$ cat config.mk
export PLATFORM = sky130hd
export DESIGN_NAME = secuenciador_desplazamiento
export DESIGN_NICKNAME = d
export VERILOG_FILES = /design/src/rtl/secuenciador_desplazamiento.sv
export SDC_FILE = /design/constraint.sdc
export NUM_CORES = 1
export LEC_CHECK = 0
export BUFFER_PORTS_ARGS = -buffer_cell sky130_fd_sc_hd__buf_2
export CORE_ASPECT_RATIO = 1.5
export CORE_MARGIN = 1.5
export CORE_UTILIZATION = 35
export DETAILED_ROUTE_END_ITERATION = 10
export GPL_ROUTABILITY_DRIVEN = 0
export GPL_TIMING_DRIVEN = 0
export HOLD_SLACK_MARGIN = 0.05
export PLACE_DENSITY = 0.67
export SKIP_LAST_GASP = 1
export SYNTH_ARGS = -nofsm -noshare
export SYNTH_HDL_FRONTEND = slang
export SYNTH_SLANG_ARGS = --single-unit
export TNS_END_PERCENT = 5
$ cat constraint.sdc
create_clock -name clk -period 6.2 [get_ports clk]
set_clock_uncertainty 0.2 [all_clocks]
set_input_delay 0.62 -clock clk [delete_from_list [all_inputs] [get_ports clk]]
set_output_delay 0.62 -clock clk [all_outputs]
set_load 0.02 [all_outputs]
$ cat src/rtl/secuenciador_desplazamiento.sv
// Multi-pass controller around the external 4-bit left shifter: splits a shift of up to
// 2^CNT_W-1 positions into passes of at most 3, with start/busy/done handshake and sticky overflow.
module secuenciador_desplazamiento #(
    parameter int WIDTH = 4,
    parameter int CNT_W = 3
) (
    input  logic             clk,
    input  logic             rst_n,
    input  logic             start,
    input  logic [WIDTH-1:0] dato_in,
    input  logic [CNT_W-1:0] cantidad,
    output logic             ocupado,
    output logic             listo,
    output logic [WIDTH-1:0] dato_out,
    output logic             desb,
    output logic [WIDTH-1:0] sh_A,
    output logic [1:0]       sh_B,
    input  logic [WIDTH-1:0] sh_E
);

    typedef enum logic [1:0] {
        IDLE  = 2'd0,
        SHIFT = 2'd1,
        DONE  = 2'd2
    } state_t;

    state_t           state_r;
    logic [WIDTH-1:0] val_r;
    logic [CNT_W-1:0] rem_r;
    logic             sticky_r;
    logic [WIDTH-1:0] dato_out_r;
    logic             desb_r;
    logic             listo_r;
    logic             ocupado_r;

    logic [1:0]       paso_s;
    logic [WIDTH-1:0] sh_a_s;
    logic [CNT_W-1:0] rem_next_s;
    logic             perdido_s;
    logic             perdido_acum_s;

    // OR of the top n bits of v: the bits a left shift by n pushes out of the word.
    function automatic logic bits_perdidos(input logic [WIDTH-1:0] v, input logic [1:0] n);
        logic [WIDTH-1:0] mascara;
        mascara = ~({WIDTH{1'b1}} >> n);
        return |(v & mascara);
    endfunction

    // Pass size and shifter drive; the shifter sees zeros outside SHIFT.
    always_comb begin
        paso_s = 2'd0;
        sh_a_s = {WIDTH{1'b0}};
        if (state_r == SHIFT) begin
            sh_a_s = val_r;
            if (rem_r >= CNT_W'(2'd3)) begin
                paso_s = 2'd3;
            end else begin
                paso_s = rem_r[1:0];
            end
        end else begin
            paso_s = 2'd0;
            sh_a_s = {WIDTH{1'b0}};
        end
    end

    // Next remaining count and overflow accumulation for the current pass.
    always_comb begin
        rem_next_s     = rem_r - CNT_W'(paso_s);
        perdido_s      = bits_perdidos(val_r, paso_s);
        perdido_acum_s = sticky_r | perdido_s;
    end

    assign sh_A     = sh_a_s;
    assign sh_B     = paso_s;
    assign ocupado  = ocupado_r;
    assign listo    = listo_r;
    assign dato_out = dato_out_r;
    assign desb     = desb_r;

    // Sequencer FSM with registered handshake and result outputs.
    always_ff @(posedge clk or negedge rst_n) begin
        if (!rst_n) begin
            state_r    <= IDLE;
            val_r      <= {WIDTH{1'b0}};
            rem_r      <= {CNT_W{1'b0}};
            sticky_r   <= 1'b0;
            dato_out_r <= {WIDTH{1'b0}};
            desb_r     <= 1'b0;
            listo_r    <= 1'b0;
            ocupado_r  <= 1'b0;
        end else begin
            listo_r <= 1'b0;
            case (state_r)
                IDLE: begin
                    if (start) begin
                        val_r     <= dato_in;
                        rem_r     <= cantidad;
                        sticky_r  <= 1'b0;
                        ocupado_r <= 1'b1;
                        if (cantidad != {CNT_W{1'b0}}) begin
                            state_r <= SHIFT;
                        end else begin
                            // Zero shift: result is the operand itself, nothing lost.
                            state_r    <= DONE;
                            dato_out_r <= dato_in;
                            desb_r     <= 1'b0;
                            listo_r    <= 1'b1;
                        end
                    end else begin
                        state_r   <= IDLE;
                        ocupado_r <= 1'b0;
                    end
                end
                SHIFT: begin
                    val_r    <= sh_E;
                    rem_r    <= rem_next_s;
                    sticky_r <= perdido_acum_s;
                    if (rem_next_s == {CNT_W{1'b0}}) begin
                        state_r    <= DONE;
                        dato_out_r <= sh_E;
                        desb_r     <= perdido_acum_s;
                        listo_r    <= 1'b1;
                    end else begin
                        state_r <= SHIFT;
                    end
                end
                DONE: begin
                    state_r   <= IDLE;
                    ocupado_r <= 1'b0;
                end
                default: begin
                    state_r   <= IDLE;
                    ocupado_r <= 1'b0;
                end
            endcase
        end
    end

endmodule

==> results of run 1 <==
critical path: cells and delay by family (launching register included):
family / cells / cell delay, ps
flip-flops: 1 / 400
AO/OA/AOI/OAI: 1 / 270
buffers and inverters: 2 / 310
AND/OR/NAND/NOR: 4 / 680
adder cells (fa/ha/maj): 2 / 770
sequential cells by signal (all words and copies together), names as in the netlist:
name	cells
listo	1
desb	1
val_r	4
ocupado	1
dato_out	4
sticky_r	1
rem_r	3
state_r	1
cells in the mapped netlist (all sizes together), types with 3 or more instances:
master   n  area (um2)
nand2    8        30.0
nor2     9        33.8
nor3b    3        22.5
clkbuf   3        11.3
a22oi    4        30.0
dfrtp   16         400
and2     4        25.0
a21oi    5        25.0
o21ai    7        35.0
inv      7        26.3
buf      3        21.3
nor3     9        45.0
a311oi   4        60.1
o22a     3        26.3
through the flow:
| step | worst slack, ps | instance area [um2] | hold slack, ps | std cells | utilization (%) |
|---|---|---|---|---|---|
| finish | 3470 | 1140 | 288 | 156 | 46.0 |
| global route | 3300 | 1140 | 361 | 156 | 46.0 |
| CTS | 3440 | 1140 | 290 | 156 | 46.0 |
| detailed placement | 3480 | 1090 | 267 | 151 | 44.1 |
| global placement | 3510 | 1090 | 258 | 151 | 44.1 |
| floorplan | 3580 | 933 | 124 | 101 | - |
final timing paths:
path / start / end
hold / removal: val_r[0] / val_r[0]
min in group asynchronous: rst_n / dato_out[1]
hold reg to reg: val_r[0] / val_r[0]
max in group asynchronous: rst_n / dato_out[2]
setup / recovery: state_r[0] / dato_out[2]
setup reg to reg: state_r[0] / dato_out[2]
area by class of cell:
class / count / area share (%)
plain buffers: 6 / 2.85
clock buffers: 4 / 3.18
inverters: 7 / 2.31
multi-input cells: 72 / 41.6
flip-flops and latches: 16 / 35.1
well taps: 24 / 2.63
repair buffers: 27 / 12.3
metal layers:
layer	GRT usage, %	routed length (um)	share of wire (%)
met1	19.3	846	38
met2	32.7	1240	56
met3	2.19	88	4.0
met4	6.62	47	2.1
met5	0	0	0
power breakdown:
part / leakage [nW] / internal, mW / total [mW] / switching [mW]
sequential: 0.186 / 0.156 / 0.189 / 0.0330
clock: 0.0210 / 0.0359 / 0.0709 / 0.0351
combinational: 0.320 / 0.157 / 0.388 / 0.231
kinds of logic after synthesis:
logic type	Yosys count	share of synthesized area, %
buffers and inverters	13	6.30
DFF	16	42.9
muxes	1	1.07
adders and majority gates	2	3.49
xor gates and xnor gates	1	0.939
and+or+nand+nor	42	23.9
AOI/OAI and AO/OA	26	21.4
what timing repair did:
item | CTS | global route
hold buffers | 1 | 0
gates resized for setup | 0 | 0
hold endpoints to repair | 16 | 0
setup endpoints to repair | 0 | 0
==> metrics.txt, run 1 <==
register area=approximately 400 um2; post-synthesis sequential area ratio=between 40% and 50%; fin. max-slew vios=0; leakage power=0.527 nW; Max Root-Sink Buffers=2; total grt overflow=0; Final Hold Fails=0; # H-tree levels=1; Clk Latency, worst-skew pair=300 ps; Post-Syn Area=just over 900 um2; Async S/R FF share, synth=between 90% and 100%; Root Driver=clkbuf_4; routed via count=approximately 840; number of global-route vias before repair=876; via/cell ratio=between 5 and 6; DR iter-0 viols=40; total core area=0.00248 mm2; Rows=22; Final period util=44.1%; Power Dens Cells=between 500 and 600 mW/mm2; Top FF cell, synth=dfrtp_1; Hold Path Class=reg -> reg; FF-to-FF path depth=9; most frequent cells in the layout=buf_2 (28), dfrtp_1 (16), nor2_1 (9), nor3_1 (9), nand2_1 (8); fmax=around 370 MHz; Worst setup EP type=flip-flop; Post-CTS Setup Bufs=0; Die ar.=roughly 0.0030 mm2; I/O Pins=27; largest net degree at the start of global routing=17; Mapped Cells=101; Total Power=about 0.65 mW; Hold Crit Depth=2; Yosys cell types=30; Required @ worst endpoint=6200 ps; Crit-path slowest cell=fa_1; Final nets=roughly 150; setup tns final=0 ps; ant diodes=0; crit start category=flip-flop; worst-path fanout max=10; Clock transition at path regs=100 ps; Fillers=between 200 and 300; Max Cap Viol=0; post-route antenna net violation count=0; synthesis warning total=0; initial antenna violation count=0; Mean Syn Cell Area=9.24 um2; IO buf count=26; Slew HR=between 70% and 80%; critical path's largest stage delay=between 500 and 600 ps; most common cell after layout, fill and taps aside=buf_2; Post-Syn Nets=between 100 and 150; drt pass-1 iters=5; first-pass GRT wire length=around 3.9 mm; count of state elements after synthesis=16; DP HPWL=roughly 1.7 mm; WS Path Type=reg -> reg; TritonCTS Buffers=3; status=finished clean; Area Growth Syn to Fin=22.1%; Die Wd=45.2 um; reg2reg setup slack=approximately 3500 ps; final setup fails=0; peak supply drop=about 0.00026 V; wire per inst=14.3 um; Least-Margin Pin Slew=around 450 ps; CP arrival=about 2700 ps; Initial Util=roughly 38%; # clock sinks=16; share of layout cells above drive strength 1=approximately 30%; drt drc=0; Tmin final=~2700 ps; worst path cell trace=buf_6 -> nand2b_1 -> nor2_1 -> ha_1 -> fa_1 -> nand4b_1 -> or2_1 -> buf_2 -> a311oi_2; Post-synth EDFFs=0; Multi-input gate area=between 400 and 500 um2; RSZ-0062 raised after global routing=no; CTS tree=done; final wirelength=about 2.2 mm; Total GRT Usage=about 18%; die height=between 60 and 70 um
Note: power is estimated with default switching activity, not from simulation.
==> run 2: changes to the inputs <==
clock period = 2.64 ns   (was 6.2 ns; I/O delays follow)
==> metrics.txt, run 2 (same netlist as run 1, synthesis figures left out) <==
status=finished clean; Die ar.=0.00299 mm2 (unchanged); drt drc=0 (unchanged); RSZ-0062 raised after global routing=no; Slew HR=69.5% (-0.79 points); peak supply drop=0.000653 V (+150%); wire per inst=14.3 um (+0.26%); TritonCTS Buffers=3 (unchanged); Clock transition at path regs=100 ps (about the same); Die Wd=45.2 um (unchanged); Final Hold Fails=0 (unchanged); Root Driver=clkbuf_4; CTS tree=done; post-route antenna net violation count=0 (unchanged); initial antenna violation count=0 (unchanged); via/cell ratio=5.39 (about the same); WS Path Type=reg -> reg; Final nets=150 (+0.67%); Tmin final=2510 ps (-220 ps); most frequent cells in the layout=buf_2 (27), dfrtp_1 (16), nor2_1 (9), nor3_1 (9), nand2_1 (8); Area Growth Syn to Fin=23.7%; fin. max-slew vios=0 (unchanged); worst-path fanout max=10 (unchanged); # H-tree levels=1 (unchanged); Hold Path Class=in -> reg; CP arrival=2520 ps (-210 ps); final setup fails=0 (unchanged); Max Root-Sink Buffers=2 (unchanged); most common cell after layout, fill and taps aside=buf_2; number of global-route vias before repair=884 (+0.91%); final wirelength=2.25 mm (+0.90%); DR iter-0 viols=25 (-38%); Worst setup EP type=flip-flop; die height=66.3 um (unchanged); crit start category=flip-flop; total grt overflow=0 (unchanged); first-pass GRT wire length=3.92 mm (+0.90%); Required @ worst endpoint=2640 ps (-3560 ps); placed instance area=0.00109 mm2 (unchanged); share of layout cells above drive strength 1=31.6% (+2.0 points); ant diodes=0 (unchanged); routed via count=846 (+0.59%); Power Dens Cells=1360 mW/mm2 (+140%); total core area=0.00248 mm2 (unchanged); # clock sinks=16 (unchanged); Least-Margin Pin Slew=457 ps (+11.3 ps); I/O Pins=27 (unchanged); Final period util=95.2% (+51 points); final instance area=0.00115 mm2 (+1.3%); fmax=398 MHz (+8.8%); register area=400 um2 (unchanged); drt pass-1 iters=4 (-1); Max Cap Viol=0 (unchanged); largest net degree at the start of global routing=17 (unchanged); DP HPWL=1.75 mm (unchanged); Total Power=1.57 mW (+140%); Clk Latency, worst-skew pair=300 ps (about the same); Fillers=253 (-1.2%); Multi-input gate area=479 um2 (+1.1%); IO buf count=26 (unchanged); Rows=22 (unchanged); Initial Util=37.7% (unchanged); Total GRT Usage=17.8% (+0.16 points); leakage power=0.534 nW (+1.4%)
-- run 2: worst paths after layout --
check,from,end,slack (ps),cells past startpoint
min in group asynchronous,rst_n,dato_out[1],200,2
max,state_r[0],dato_out[2],130,8
max reg2reg,state_r[0],dato_out[2],130,8
max in group asynchronous,rst_n,dato_out[2],1760,2
min reg2reg,val_r[0],val_r[0],290,2
min,dato_in[0],val_r[0],60,3
-- run 2: cell type report --
cell class              count  area share (%)
multi-input cells          72            41.5
flip-flops and latches     16            34.7
repair buffers             29            13.4
clock buffers               4            3.14
well taps                  24            2.60
plain buffers               5            2.38
inverters                   7            2.28
-- run 2: metal layers --
layer / up-vias / global-route usage (%) / part of all wire (%)
li1: 420 / - / -
met1: 404 / 19.3 / 38
met2: 17 / 33.2 / 56
met3: 5 / 2.19 / 3.7
met4: 0 / 6.62 / 2.0
met5: - / 0 / 0
-- run 2: worst max-delay path, cell delays in order (launching register included) --
cell and delay, ps:
dfrtp_1 400, buf_6 140, nand2b_1 110, nor2_1 80, ha_1 210, fa_2 570, nand4b_1 120, or2_4 300
a311oi_2 270
-- run 2: timing repair --
| action | 4_1_cts | 5_1_grt |
|---|---|---|
| buffers inserted | 1 | 1 |
| pin swaps | 1 | 1 |
| cloned | 0 | 0 |
| hold endpoints to repair | 16 | 0 |
| hold buffers | 1 | 0 |
| setup endpoints to repair | 4 | 5 |
| gates resized for setup | 0 | 2 |
-- run 2: metrics by stage --
step	hold slack [ps]	util, %	worst slack, ps	TNS (ps)	instances
2_1_floorplan	-232	-	24.7	0	101
3_3_place_gp	-7.80	44.1	-51.2	-187	151
3_5_place_dp	-0.179	44.1	-80.1	-265	151
4_1_cts	75.1	46.3	41.1	0	157
5_1_grt	87.2	46.6	26.9	0	157
6_report	61.2	46.6	126	0	157
-- run 2: where the power goes --
part	internal, mW	switching (mW)	leakage [nW]	total [mW]
clock network	0.0842	0.0827	0.0210	0.167
logic	0.403	0.552	0.327	0.954
registers	0.367	0.0780	0.186	0.445
total	0.854	0.712	0.534	1.57
